**config.mk**
```make
export PLATFORM = sky130hd
export DESIGN_NAME = axi4_stream_packetizer_flat
export DESIGN_NICKNAME = d
export VERILOG_FILES = /design/src/rtl/axi4_stream_pkg.sv /design/src/rtl/axi4_stream_packetizer_if.sv /design/src/rtl/axi4_stream_packetizer_fifo.sv /design/src/rtl/axi4_stream_packetizer.sv /design/src/flat_wrapper.sv
export SDC_FILE = /design/constraint.sdc
export NUM_CORES = 1
export LEC_CHECK = 0
export CAP_MARGIN = 20
export CORE_MARGIN = 2
export CORE_UTILIZATION = 45
export CTS_CLUSTER_DIAMETER = 120
export DETAILED_ROUTE_END_ITERATION = 8
export GPL_ROUTABILITY_DRIVEN = 0
export GPL_TIMING_DRIVEN = 0
export PLACE_DENSITY_LB_ADDON = 0.05
export SLEW_MARGIN = 20
export SYNTH_ARGS = -nofsm -noshare
export SYNTH_HDL_FRONTEND = slang
export SYNTH_SLANG_ARGS = --single-unit
```
**constraint.sdc**
```tcl
create_clock -name ACLK -period 14 [get_ports ACLK]
set_input_delay 1.4 -clock ACLK [delete_from_list [all_inputs] [get_ports ACLK]]
set_output_delay 1.4 -clock ACLK [all_outputs]
set_load 0.01 [all_outputs]
```
**src/rtl/axi4_stream_pkg.sv**
```systemverilog
// Shared constants and types for the AXI4-Stream packetizer slice.
// Holds the FSM encoding, the stream data width and the all-bytes keep mask.
package axi4_stream_pkg;

  localparam int unsigned DATA_W = 32;
  localparam int unsigned KEEP_W = DATA_W / 8;
  localparam logic [KEEP_W-1:0] KEEP_ALL = '1;

  typedef enum logic {
    S_IDLE   = 1'b0,
    S_STREAM = 1'b1
  } state_e;

  // A requested length of zero still produces single-beat packets.
  function automatic logic [15:0] eff_len(input logic [15:0] len);
    return (len == '0) ? 16'd1 : len;
  endfunction

endpackage

```
**src/rtl/axi4_stream_packetizer_if.sv**
```systemverilog
// AXI4-Stream master-side bundle used on the packetizer output.
// Signal names follow the stream port names of the original block.
interface axi4_stream_packetizer_if
  import axi4_stream_pkg::*;
#(
  parameter int unsigned DATA_W = axi4_stream_pkg::DATA_W
);

  logic [DATA_W-1:0] M_TDATA;
  logic              M_TVALID;
  logic              M_TREADY;
  logic              M_TLAST;
  logic [KEEP_W-1:0] M_TKEEP;

  modport master (
    output M_TDATA,
    output M_TVALID,
    output M_TLAST,
    output M_TKEEP,
    input  M_TREADY
  );

  modport slave (
    input  M_TDATA,
    input  M_TVALID,
    input  M_TLAST,
    input  M_TKEEP,
    output M_TREADY
  );

endinterface

```
**src/rtl/axi4_stream_packetizer_fifo.sv**
```systemverilog
// Synchronous first-word-fall-through buffer with occupancy count.
// A push into a full buffer is accepted only when a pop frees a slot in the same cycle.
module axi4_stream_packetizer_fifo #(
  parameter  int unsigned DATA_W = 32,
  parameter  int unsigned DEPTH  = 16,
  localparam int unsigned AW     = $clog2(DEPTH),
  localparam int unsigned CW     = AW + 1
) (
  input  logic              clk_i,
  input  logic              rst_ni,
  input  logic              push_i,
  input  logic              pop_i,
  input  logic [DATA_W-1:0] wdata_i,
  output logic [DATA_W-1:0] rdata_o,
  output logic [CW-1:0]     count_o,
  output logic              full_o,
  output logic              empty_o
);

  logic [DATA_W-1:0] mem_q [DEPTH];
  logic [AW-1:0]     wr_q, wr_d;
  logic [AW-1:0]     rd_q, rd_d;
  logic [CW-1:0]     cnt_q, cnt_d;
  logic              do_push, do_pop;

  assign full_o  = (cnt_q == CW'(DEPTH));
  assign empty_o = (cnt_q == '0);
  assign count_o = cnt_q;
  assign rdata_o = mem_q[rd_q];

  assign do_pop  = pop_i && !empty_o;
  assign do_push = push_i && (!full_o || do_pop);

  always_comb begin
    wr_d  = wr_q;
    rd_d  = rd_q;
    cnt_d = cnt_q;
    // Pointers are AW bits wide, so the increment wraps modulo DEPTH.
    if (do_push) wr_d = wr_q + 1'b1;
    if (do_pop)  rd_d = rd_q + 1'b1;
    case ({do_push, do_pop})
      2'b10:   cnt_d = cnt_q + 1'b1;
      2'b01:   cnt_d = cnt_q - 1'b1;
      default: cnt_d = cnt_q;
    endcase
  end

  always_ff @(posedge clk_i) begin
    if (do_push) mem_q[wr_q] <= wdata_i;
  end

  always_ff @(posedge clk_i or negedge rst_ni) begin
    if (!rst_ni) begin
      wr_q  <= '0;
      rd_q  <= '0;
      cnt_q <= '0;
    end else begin
      wr_q  <= wr_d;
      rd_q  <= rd_d;
      cnt_q <= cnt_d;
    end
  end

endmodule

```
**src/rtl/axi4_stream_packetizer.sv**
```systemverilog
// Buffers a backpressure-free sample stream and emits it as fixed-length
// AXI4-Stream packets, with sticky overflow and a saturating drop counter.
module axi4_stream_packetizer
  import axi4_stream_pkg::*;
#(
  parameter  int unsigned DATA_W     = axi4_stream_pkg::DATA_W,
  parameter  int unsigned FIFO_DEPTH = 16,
  localparam int unsigned CW         = $clog2(FIFO_DEPTH) + 1
) (
  input  logic                     ACLK,
  input  logic                     RSTN,
  input  logic                     en,
  input  logic [DATA_W-1:0]        IN_TDATA,
  input  logic                     IN_VALID,
  input  logic [15:0]              pkt_len,
  input  logic                     clr_ovf,
  axi4_stream_packetizer_if.master m_axis,
  output logic                     overflow,
  output logic [15:0]              drop_cnt,
  output logic [CW-1:0]            fill_level
);

  state_e            state_q, state_d;
  logic [15:0]       len_q, len_d;
  logic [15:0]       beat_q, beat_d;
  logic              ovf_q, ovf_d;
  logic [15:0]       drop_q, drop_d;

  logic              accept, push, pop, drop;
  logic              fifo_full, fifo_empty;
  logic [DATA_W-1:0] head;
  logic              tvalid, tlast;
  logic [DATA_W-1:0] tdata;

  // Gating with RSTN keeps samples out of the buffer while reset is held.
  assign accept = RSTN && IN_VALID && en;
  assign pop    = tvalid && m_axis.M_TREADY;
  assign push   = accept && (!fifo_full || pop);
  assign drop   = accept && !push;

  axi4_stream_packetizer_fifo #(
    .DATA_W (DATA_W),
    .DEPTH  (FIFO_DEPTH)
  ) u_fifo (
    .clk_i   (ACLK),
    .rst_ni  (RSTN),
    .push_i  (push),
    .pop_i   (pop),
    .wdata_i (IN_TDATA),
    .rdata_o (head),
    .count_o (fill_level),
    .full_o  (fifo_full),
    .empty_o (fifo_empty)
  );

  always_comb begin
    state_d = state_q;
    len_d   = len_q;
    beat_d  = beat_q;
    tvalid  = 1'b0;
    tlast   = 1'b0;
    tdata   = '0;
    case (state_q)
      S_IDLE: begin
        if (!fifo_empty) begin
          len_d   = eff_len(pkt_len);
          beat_d  = '0;
          state_d = S_STREAM;
        end
      end
      S_STREAM: begin
        // An empty buffer only pauses the packet; framing state is kept.
        tvalid = !fifo_empty;
        tdata  = head;
        tlast  = (beat_q == (len_q - 16'd1));
        if (tvalid && m_axis.M_TREADY) begin
          beat_d = beat_q + 16'd1;
          if (tlast) state_d = S_IDLE;
        end
      end
      default: state_d = S_IDLE;
    endcase
  end

  always_comb begin
    ovf_d  = ovf_q;
    drop_d = drop_q;
    if (clr_ovf) begin
      ovf_d  = 1'b0;
      drop_d = '0;
    end
    // A drop coinciding with a clear restarts the count at one.
    if (drop) begin
      ovf_d = 1'b1;
      if (clr_ovf)                drop_d = 16'd1;
      else if (drop_q != 16'hFFFF) drop_d = drop_q + 16'd1;
      else                        drop_d = drop_q;
    end
  end

  always_ff @(posedge ACLK or negedge RSTN) begin
    if (!RSTN) begin
      state_q <= S_IDLE;
      len_q   <= 16'd1;
      beat_q  <= '0;
      ovf_q   <= 1'b0;
      drop_q  <= '0;
    end else begin
      state_q <= state_d;
      len_q   <= len_d;
      beat_q  <= beat_d;
      ovf_q   <= ovf_d;
      drop_q  <= drop_d;
    end
  end

  assign m_axis.M_TDATA  = tdata;
  assign m_axis.M_TVALID = tvalid;
  assign m_axis.M_TLAST  = tlast;
  assign m_axis.M_TKEEP  = KEEP_ALL;
  assign overflow        = ovf_q;
  assign drop_cnt        = drop_q;

endmodule

```
**src/flat_wrapper.sv**
```systemverilog
// flat-port wrapper written by rule: the top's interface ports become plain ports
module axi4_stream_packetizer_flat import axi4_stream_pkg::*;
#(
  parameter  int unsigned DATA_W     = axi4_stream_pkg::DATA_W,
  parameter  int unsigned FIFO_DEPTH = 16,
  localparam int unsigned CW         = $clog2(FIFO_DEPTH) + 1
)
  (ACLK, RSTN, en, IN_TDATA, IN_VALID, pkt_len, clr_ovf, overflow, drop_cnt, fill_level, m_axis_M_TDATA, m_axis_M_TVALID, m_axis_M_TLAST, m_axis_M_TKEEP, m_axis_M_TREADY);
  axi4_stream_packetizer_if #(.DATA_W(DATA_W)) m_axis_i ();
  input  logic ACLK;
  input  logic RSTN;
  input  logic en;
  input  logic [DATA_W-1:0] IN_TDATA;
  input  logic IN_VALID;
  input  logic [15:0] pkt_len;
  input  logic clr_ovf;
  output logic overflow;
  output logic [15:0] drop_cnt;
  output logic [CW-1:0] fill_level;
  output wire logic [$bits(m_axis_i.M_TDATA)-1:0] m_axis_M_TDATA;
  output wire logic [$bits(m_axis_i.M_TVALID)-1:0] m_axis_M_TVALID;
  output wire logic [$bits(m_axis_i.M_TLAST)-1:0] m_axis_M_TLAST;
  output wire logic [$bits(m_axis_i.M_TKEEP)-1:0] m_axis_M_TKEEP;
  input wire logic [$bits(m_axis_i.M_TREADY)-1:0] m_axis_M_TREADY;
  assign m_axis_M_TDATA = m_axis_i.M_TDATA;
  assign m_axis_M_TVALID = m_axis_i.M_TVALID;
  assign m_axis_M_TLAST = m_axis_i.M_TLAST;
  assign m_axis_M_TKEEP = m_axis_i.M_TKEEP;
  assign m_axis_i.M_TREADY = m_axis_M_TREADY;
  axi4_stream_packetizer #(.DATA_W(DATA_W), .FIFO_DEPTH(FIFO_DEPTH)) u_core (.ACLK(ACLK), .RSTN(RSTN), .en(en), .IN_TDATA(IN_TDATA), .IN_VALID(IN_VALID), .pkt_len(pkt_len), .clr_ovf(clr_ovf), .m_axis(m_axis_i), .overflow(overflow), .drop_cnt(drop_cnt), .fill_level(fill_level));
endmodule
```
==> flow_summary.ini <==
[worst_setup_path]
cp.arrival_ns = 4.28
worstSetupEndpointType = output port
crit_fanout = 10
timing.critical_path.cells = clkbuf_1 -> buf_2 -> buf_1 -> mux4_2 -> mux4_2 -> and2_1 -> clkdlybuf4s50_1
required_ns = 12.60
critPathSlowestCell = buf_1
critPathMaxStageDelay_ns = 0.79
crit_type = reg -> out
critPathLaunchType = flip-flop
path_common_cell = mux4_2

[sta]
min_period_ns = 5.68
max_freq_mhz = 176
slew_headroom = 0.317
drv_slew = 0
worst_slew_pin_slew_ns = 1.02
setup_tns_ns = 0
hold_viol = 0
finClkSkew_ns = 0.0268
rsz0062_at_grt = no
period_share = 0.406
setup_viol = 0

[clocking]
root_buffer = clkbuf_16
numCtsBuffers = 60
cts_sinks = 575
insertion_delay_ns = 0.64
cts_resized = 0
clockBufferDepth = 3
h-tree-depth = 2
postCtsHoldBufs = 0
cts_setup_buffers = 0
cts_tree = built
clk_pin_slew_ns = 0.06

[routing]
dr_wl_met3_um = 2790
met1_length_um = 24800
met2_wirelength_um = 26400
routed_wl_um = 54900
wl_per_cell_um = 25.5
vias = 12090
antenna_left = 0
topRoutingLayerUsed = met5
drtIter0Drc = 1233
viasPerCell = 5.62
drc_errors = 0
first_pass_iters = 8

[run_status]
status = completed

[grt]
grt_first_pass_wirelength_um = 80900
antenna_found_initial = 2
grt_overflow = 0
grtUsageTotal = 0.211
grt_pass1_vias = 12205
grt_max_degree = 53

[layout]
final_cell_mix = edfxtp_1 (512), mux4_2 (160), clkdlybuf4s50_1 (107)
final_common_cell = edfxtp_1
antenna_cells = 0
fillers = 4094
nNetsFinal = 1485
drive_gt1_frac = 0.235
area_growth_pct = 19.3

[floorplan]
rows = 83
fp.dieArea_mm2 = 0.0533
die_x_um = 231
core_area_mm2 = 0.0511
die_h_um = 231
ios = 114
start_util = 0.453

[synth]
synth_flop_cell = edfxtp_1
ys_warn_count = 0
synth_cells = 1186
async_flop_share = 0.110
ys_types = 54
synth_area_mm2 = 0.0232
synth_area_per_cell_um2 = 19.5
yosysSeqAreaShare = 0.732
synth_edf_count = 512
ys_seq_elements = 575

[pwr]
ir_worst_vdd_v = 0.000114
finalPower_mw = 4.96
power.density_mw_per_mm2 = 180
p_leak_nw = 9.12

[placement]
dp_hpwl_um = 34100
portBuffers = 108

[worst_hold_path]
hold_class = reg -> reg

[job]
cap_violations = 0
-- sequential cells by signal (all words and copies together), names as in the netlist --
name / count
u_core.state_q: 1
u_core.u_fifo.mem_q: 512
u_core.beat_q: 16
u_core.u_fifo.count_o: 5
u_core.len_q: 16
u_core.u_fifo.wr_q: 4
u_core.drop_cnt: 16
u_core.overflow: 1
u_core.u_fifo.rd_q: 4
-- power by group --
part           total [mW]  leakage, nW  switching [mW]  internal [mW]
sequential           1.96         5.35          0.0320           1.93
clock                1.54        0.934           0.656          0.885
combinational        1.46         2.84           0.698          0.758
-- synthesized netlist by cell type, drive strengths merged (2+ instances only) --
library cell  count  area, µm²
nand3            15       75.1
mux4            160       3600
nor4              9       56.3
xnor2            25        219
nand4            11       68.8
nor4b             5       50.0
a22oi             4       30.0
o21a              3       22.5
xor2             15        131
nor3             11       55.1
o31ai             2       15.0
nor2             35        131
o21ai            32        160
or3               7       48.8
buf              22        106
edfxtp          512      15400
a311oi            2       17.5
nor3b             2       15.0
mux2i             7       70.1
clkbuf           40        150
and2             37        231
dfrtp            62       1550
mux2              2       22.5
o211ai            3       22.5
and4              4       35.0
inv              17       63.8
a21oi            11       55.1
or4               5       45.0
nand2            78        293
ha               12        150
nand4b            2       17.5
a31oi             7       43.8
and3             13       81.3
-- layout make-up --
cell class                 instances  area (µm²)  area share
tap                              680         851      0.0308
sequential                       575       17000       0.614
buffer                            62         267     0.00965
inverter                          17        63.8     0.00231
clock inverter                    43         350      0.0127
timing repair buffer             168        1610      0.0581
multi-input combinational        535        5980       0.216
clock buffer                      70        1560      0.0565
-- path summary, 6_finish.rpt --
check                                       from                        to  cells past startpoint  slack [ns]
max                        u_core.u_fifo.rd_q[0]        m_axis_M_TDATA[13]                      7        8.32
min                            u_core.beat_q[15]         u_core.beat_q[15]                      1        0.51
max reg2reg                       u_core.state_q  u_core.u_fifo.count_o[4]                     14        9.73
min reg2reg                    u_core.beat_q[15]         u_core.beat_q[15]                      1        0.51
max in group asynchronous                   RSTN           u_core.len_q[0]                      2       12.78
min in group asynchronous                   RSTN       u_core.drop_cnt[14]                      1        0.63
-- stage by stage --
stage | utilization | hold slack [ns] | cell area, µm² | setup slack (ns) | std cells
detailed placement | 0.503 | 0.512 | 25700 | 8.90 | 2037
finish | 0.541 | 0.509 | 27600 | 8.32 | 2150
CTS | 0.541 | 0.519 | 27600 | 8.21 | 2150
global route | 0.541 | 0.537 | 27600 | 8.11 | 2150
global placement | 0.491 | 0.506 | 25100 | 0.794 | 1977
floorplan | - | 0.466 | 23200 | 8.27 | 1189
-- per-layer routing --
layer,global-route usage,vias up
met2,0.332,298
li1,-,5277
met3,0.0317,71
met4,0.0516,4
met5,0,-
met1,0.311,6440
-- kinds of logic (layout without fill, tap and decap cells) --
group                      after synthesis  count (layout)  share of synthesized area
muxes                                  169             169                      0.160
adders and majority gates               12              12                    0.00648
AOI/OAI and AO/OA                       73              73                     0.0190
other                                    1               4                   0.000162
and+or+nand+nor                        236             236                     0.0527
xor gates and xnor gates                41              41                     0.0161
DFF                                    575             575                      0.732
buffers and inverters                   79             360                     0.0138
-- critical path: cells and delay by family (launching register included) --
family / cells / cell delay [ns]
simple gates: 1 / 0.23
flops: 1 / 0.35
buf+inv: 4 / 1.99
mux: 2 / 1.09
Power figures use the tool's default switching activity.
